### src/rtl/apb_master_pkg.sv
// Shared APB requester types: FSM state encoding, command bundle and defaults.
package apb_states;

    localparam int APB_ADDR_W          = 4;
    localparam int APB_DATA_W          = 8;
    localparam int APB_TIMEOUT_DEFAULT = 16;

    typedef enum logic [1:0] {
        IDLE   = 2'd0,
        SETUP  = 2'd1,
        ACCESS = 2'd2
    } apb_state_t;

    typedef struct packed {
        logic                  write;
        logic [APB_ADDR_W-1:0] addr;
        logic [APB_DATA_W-1:0] wdata;
    } apb_cmd_t;

endpackage

### src/rtl/apb_wait_timer.sv
// Counts ACCESS wait states and flags the cycle on which the transfer must abort.
// expired is combinational so the FSM can leave ACCESS on the TIMEOUT-th stalled cycle.
module apb_wait_timer
    import apb_states::*;
#(
    parameter int TIMEOUT = APB_TIMEOUT_DEFAULT
) (
    input  logic clk,
    input  logic rst,
    input  logic clear,
    input  logic tick,
    output logic expired
);

    localparam int CW = (TIMEOUT < 1) ? 1 : $clog2(TIMEOUT + 1);
    localparam logic [CW-1:0] LAST = (TIMEOUT < 1) ? '0 : CW'(TIMEOUT - 1);

    logic [CW-1:0] count;

    // Wait-state counter: restarts on ACCESS entry, advances on every stalled ACCESS cycle.
    always_ff @(posedge clk) begin
        if (rst || clear) begin
            count <= '0;
        end else if (tick && (TIMEOUT != 0)) begin
            count <= count + 1'b1;
        end
    end

    // The stalled cycle that would bring the count to TIMEOUT is the abort cycle.
    assign expired = (TIMEOUT != 0) && tick && (count == LAST);

endmodule

### src/rtl/apb_master.sv
// APB requester: takes single commands on a valid/ready port, runs them through
// IDLE->SETUP->ACCESS and returns a one-cycle response pulse. A wait-state timer
// aborts transfers whose slave never raises PREADY.
module apb_master
    import apb_states::*;
#(
    parameter int DATA_WIDTH = APB_DATA_W,
    parameter int ADDR_WIDTH = APB_ADDR_W,
    parameter int TIMEOUT    = APB_TIMEOUT_DEFAULT
) (
    input  logic                  PCLK,
    input  logic                  PRESET,
    input  logic                  cmd_valid,
    output logic                  cmd_ready,
    input  logic                  cmd_write,
    input  logic [ADDR_WIDTH-1:0] cmd_addr,
    input  logic [DATA_WIDTH-1:0] cmd_wdata,
    output logic                  rsp_valid,
    output logic [DATA_WIDTH-1:0] rsp_rdata,
    output logic                  rsp_err,
    output logic                  PSELx,
    output logic                  PENABLE,
    output logic                  PWRITE,
    output logic [ADDR_WIDTH-1:0] PADDR,
    output logic [DATA_WIDTH-1:0] PWDATA,
    input  logic                  PREADY,
    input  logic [DATA_WIDTH-1:0] PRDATA
);

    apb_state_t state;
    logic       timer_clear;
    logic       timer_tick;
    logic       timer_expired;

    // Only IDLE can take a command; a reset cycle never consumes one.
    assign cmd_ready   = (state == IDLE) && !PRESET;
    assign timer_clear = (state == SETUP);
    assign timer_tick  = (state == ACCESS) && !PREADY;

    apb_wait_timer #(
        .TIMEOUT (TIMEOUT)
    ) u_wait_timer (
        .clk     (PCLK),
        .rst     (PRESET),
        .clear   (timer_clear),
        .tick    (timer_tick),
        .expired (timer_expired)
    );

    // Protocol FSM with registered APB and response outputs.
    always_ff @(posedge PCLK) begin
        if (PRESET) begin
            state     <= IDLE;
            PSELx     <= 1'b0;
            PENABLE   <= 1'b0;
            PWRITE    <= 1'b0;
            PADDR     <= '0;
            PWDATA    <= '0;
            rsp_valid <= 1'b0;
            rsp_rdata <= '0;
            rsp_err   <= 1'b0;
        end else begin
            rsp_valid <= 1'b0;
            rsp_err   <= 1'b0;
            case (state)
                IDLE: begin
                    if (cmd_valid) begin
                        PWRITE  <= cmd_write;
                        PADDR   <= cmd_addr;
                        PWDATA  <= cmd_wdata;
                        PSELx   <= 1'b1;
                        PENABLE <= 1'b0;
                        state   <= SETUP;
                    end
                end
                SETUP: begin
                    PENABLE <= 1'b1;
                    state   <= ACCESS;
                end
                ACCESS: begin
                    // PREADY takes priority over a simultaneous timeout.
                    if (PREADY) begin
                        PSELx     <= 1'b0;
                        PENABLE   <= 1'b0;
                        rsp_valid <= 1'b1;
                        rsp_rdata <= PWRITE ? '0 : PRDATA;
                        state     <= IDLE;
                    end else if (timer_expired) begin
                        PSELx     <= 1'b0;
                        PENABLE   <= 1'b0;
                        rsp_valid <= 1'b1;
                        rsp_err   <= 1'b1;
                        rsp_rdata <= '0;
                        state     <= IDLE;
                    end
                end
                default: begin
                    PSELx   <= 1'b0;
                    PENABLE <= 1'b0;
                    state   <= IDLE;
                end
            endcase
        end
    end

endmodule

### config.mk
export PLATFORM = sky130hd
export DESIGN_NAME = apb_master
export DESIGN_NICKNAME = d
export VERILOG_FILES = /design/src/rtl/apb_master_pkg.sv /design/src/rtl/apb_wait_timer.sv /design/src/rtl/apb_master.sv
export SDC_FILE = /design/constraint.sdc
export NUM_CORES = 1
export LEC_CHECK = 0
export CORE_MARGIN = 1.5
export CORE_UTILIZATION = 42
export DETAILED_ROUTE_END_ITERATION = 7
export GPL_TIMING_DRIVEN = 0
export MAX_ROUTING_LAYER = met4
export PLACE_DENSITY = 0.79
export SLEW_MARGIN = 20
export SYNTH_ARGS = -nofsm -noshare
export SYNTH_HDL_FRONTEND = slang
export SYNTH_HIERARCHICAL = 1
export SYNTH_SLANG_ARGS = --single-unit
### constraint.sdc
create_clock -name PCLK -period 2.2 [get_ports PCLK]
set_clock_uncertainty 0.1 [all_clocks]
set_input_delay 0.44 -clock PCLK [delete_from_list [all_inputs] [get_ports PCLK]]
set_output_delay 0.44 -clock PCLK [all_outputs]
set_load 0.005 [all_outputs]
==> Implementation_results.wiki <==
{| class="wikitable"
! Metric !! Value
|-
| Final Instance Count excl. Fillers || 199
|-
| Maximum number of pins on one net before global-route repair || 11
|-
| Number of antenna violations at the first check in global routing || 0
|-
| Via count || ~1,000
|-
| Wirelength per Cell || roughly 13 um
|-
| CTS HTree Levels || 2
|-
| Clock sinks || 31
|-
| Top-area cell type share of the netlist area || around half
|-
| Clock power share || around 28%
|-
| Result of the run || completed
|-
| Yosys top cell by area || sky130_fd_sc_hd__dfxtp_1
|-
| Worst VDD drop || around 500 uV
|-
| Critical path launch point type || input pin
|-
| Summed area of non-filler cells in the final layout || 0.001833 sq mm
|-
| Dpl hpwl || between 2000 and 2500 um
|-
| Antenna cells || 0
|-
| Starting density of the core || between 40% and 50%
|-
| Sum of overflow across all layers after global routing || 0
|-
| Router iterations before antenna repair || 4
|-
| Final Critical Period || around 2100 ps
|-
| Worst min-delay path startpoint || rsp_rdata[3]$_SDFFE_PP0P_
|-
| Top-level I/O count || 51
|-
| Sort of element at the end of the critical path || output pin
|-
| Static leakage || slightly above 0.7 nW
|-
| First-pass GRT wire length || roughly 4500 um
|-
| Period Utilization, post-route || a little over nine tenths
|-
| Final layout net count || approximately 190
|-
| Top FF cell, synth || sky130_fd_sc_hd__dfxtp_1
|-
| Synthesized net count || 137
|-
| Layout overhead on the synthesized area || 48.73%
|-
| Area of the die || 0.003268 sq mm
|-
| Share of total power consumed by net switching || roughly 24%
|-
| Commonest cells after routing, fill and taps aside || sky130_fd_sc_hd__clkdlybuf4s50_1, sky130_fd_sc_hd__dfxtp_1, sky130_fd_sc_hd__nor2_1, sky130_fd_sc_hd__mux2i_1, sky130_fd_sc_hd__a22o_1
|-
| Synthesized instance count || 110
|-
| End point of the critical path || cmd_ready
|-
| Via count of the first global-routing pass || roughly 1,000
|-
| Area of the multi-input gates || about 560 sq um
|-
| Setup tns final || 0 ps
|-
| Clock tree from TritonCTS || built
|-
| Yosys cell types || 31
|-
| Final routed wirelength across all metal layers || 2627 um
|-
| FF+latch area || between 600 and 700 sq um
|-
| Maximum net fanout on the critical path || 10
|-
| Arrival time of the worst setup path || ~1600 ps
|-
| Core ar. || between 0.002 and 0.003 sq mm
|-
| Most common cell after layout, fill and taps aside || sky130_fd_sc_hd__clkdlybuf4s50_1
|-
| Seq/Total Area, Yosys || between 50% and 60%
|-
| Placer's final routability congestion estimate || about 0.72
|-
| Hold path cells || 2
|-
| Worst hold-check slack || between 300 and 400 ps
|-
| Kind of critical path || in2out
|-
| Rows || 19
|-
| Placed insts || approximately 190
|-
| Maximum clock frequency || approximately 0.47 GHz
|-
| Inserted Clock Buffers || 5
|-
| Number of vias per cell after detailed routing || 5.015
|-
| IO Port Bufs || 50
|-
| Number of pins with negative max-slew slack in the final report || 0
|-
| Worst reg-to-reg path cell count || 7
|-
| Net switching power of the design || 269.5 uW
|-
| Worst path slowest cell || sky130_fd_sc_hd__clkdlybuf4s50_1
|-
| Die outline width || 57.17 um
|-
| Power Dens Cells || between 600 and 700 mW/mm^2
|-
| Overall global routing resource usage || just under 20%
|-
| Final-report hold violation count || 0
|-
| Die Ht || between 50 and 60 um
|-
| Part of the power in combinational logic || about 17%
|-
| Number of remaining DRC errors || 0
|-
| Number of nets with antenna violations after detailed routing || 0
|-
| Number of maximum-capacitance violations || 0
|-
| Tightest Pin Transition || roughly 420 ps
|-
| Synth warnings || 6
|-
| Largest cells by area after synthesis || sky130_fd_sc_hd__dfxtp_1, sky130_fd_sc_hd__mux2i_1, sky130_fd_sc_hd__nor2_1
|-
| Fillers || between 200 and 250
|-
| Register-to-register path setup slack || ~230 ps
|-
| Reg-to-reg critical path endpoint || rsp_rdata[6]$_SDFFE_PP0P_
|-
| Root Buffer || sky130_fd_sc_hd__clkbuf_4
|-
| Number of flops mapped to enable cells by yosys || 0
|-
| Relative slew slack || between 70 and 80%
|-
| Average instance area after synthesis || 11.20 sq um
|-
| Share of post-route cells with drive strength above 1 || a little over a tenth
|-
| Post-Place Cell Area || about 0.0018 sq mm
|-
| Delay of the slowest cell on the worst path || ~540 ps
|-
| Setup crit start || PRESET
|-
| Number of buffers on the longest clock path || 2
|-
| CP cell instances || clkdlybuf4s15_2, clkbuf_8, nor3_1, clkdlybuf4s50_1
|-
| Sequential fraction of design power || around 55%
|-
| Netlist area before placement || between 0.001 and 0.0015 sq mm
|-
| Count of routing violations after the opening detailed-route iteration || 16
|-
| Pwr Total || around 1.1 mW
|-
| Setup-violating endpoint count in the final report || 0
|-
| Required time at the worst-slack endpoint || approximately 1700 ps
|-
| Number of post-CTS setup repair buffers || 0
|-
| Internal power summed over all cells || between 800 and 900 uW
|-
| Unrepaired setup endpoints after global routing || no
|-
| Clock-pin slew on the worst setup and hold paths || around 90 ps
|-
| Number of storage elements in the synthesis netlist || 31
|-
| Share of synthesized registers carrying an async set or reset || 0%
|-
| Launch point of the worst reg-to-reg path || u_wait_timer/count[0]$_SDFFE_PP0P_
|-
| Clk_lat worst skew || approximately 330 ps
|-
| Path type of the worst min-delay path || reg2reg
|}
==> per-layer routing <==
layer / global-route usage, % / vias up / wire (um) / part of all wire [%]
met3: 8.163 / 8 / 192 / 7.3
met5: - / - / 0 / 0
met4: 8.970 / 0 / 59 / 2.2
met2: 29.39 / 35 / 1238 / 47
li1: - / 503 / - / -
met1: 21.89 / 452 / 1137 / 43
==> worst min path at each step <==
stage,end,slack (ps)
2_1_floorplan,rsp_rdata[3]$_SDFFE_PP0P_,370
3_3_place_gp,rsp_rdata[4]$_SDFFE_PP0P_,360
3_5_place_dp,rsp_rdata[0]$_SDFFE_PP0P_,360
4_1_cts,rsp_rdata[3]$_SDFFE_PP0P_,380
5_1_grt,state[0]$_SDFFE_PP0P_,400
6_report,rsp_rdata[3]$_SDFFE_PP0P_,380
==> per-stage QoR <==
stage | setup slack, ps | utilization [%]
after detailed placement | -432.3 | 63.70
after global routing | 15.53 | 65.90
after global placement | -423.0 | 63.70
after floorplan | 466.7 | -
after CTS | 69.87 | 65.90
final | 80.71 | 65.90
==> critical path: cells and delay by family <==
family | cells | cell delay [ps]
buf+inv | 3 | 1010
simple gates | 1 | 140
==> sequential cells by signal, indices dropped and copies added (netlist names), 4 cells and up <==
name                flops
PWDATA                  8
rsp_rdata               8
u_wait_timer/count      5
PADDR                   4
==> cell usage after synthesis, types with 2 or more instances <==
cell type and number:
sky130_fd_sc_hd__nor2b_1 2, sky130_fd_sc_hd__nand4b_1 2, sky130_fd_sc_hd__dfxtp_1 31, sky130_fd_sc_hd__nor2_1 20, sky130_fd_sc_hd__o21ai_0 2, sky130_fd_sc_hd__a21oi_1 5, sky130_fd_sc_hd__nor3_1 3, sky130_fd_sc_hd__a22o_1 6
sky130_fd_sc_hd__mux2i_1 14, sky130_fd_sc_hd__ha_1 2, sky130_fd_sc_hd__buf_6 2, sky130_fd_sc_hd__clkbuf_1 2
==> power groups by stage <==
| stage | clock network, mW | logic (mW) | registers [mW] |
|---|---|---|---|
| finish | 0.312 | 0.186 | 0.602 |
| global route | 0.347 | 0.203 | 0.606 |
| CTS | 0.328 | 0.189 | 0.603 |
| detailed placement | 0 | 0.186 | 0.615 |
| global placement | 0 | 0.182 | 0.614 |
| floorplan | 0 | 0.0790 | 0.616 |
==> repair_timing <==
action                     CTS  global route
setup endpoints to repair    1             0
hold buffers                 0             0
resized for setup            6             0
==> logic make-up after synthesis <==
family | share of synthesized area (%)
compound gates | 10.36
flops | 50.36
fa+ha+maj | 2.030
buf+inv | 4.365
simple gates | 19.59
xor+xnor | 0.7108
mux | 12.59
==> area by class of cell <==
cell class | count | area share, %
inverter | 1 | 0.2048
clock buffer | 7 | 2.457
buffer | 5 | 3.276
tap | 31 | 2.116
multi-input combinational | 73 | 30.44
sequential | 31 | 33.86
clock inverter | 1 | 0.2730
timing repair buffer | 50 | 27.37
Power figures use the tool's default switching activity.
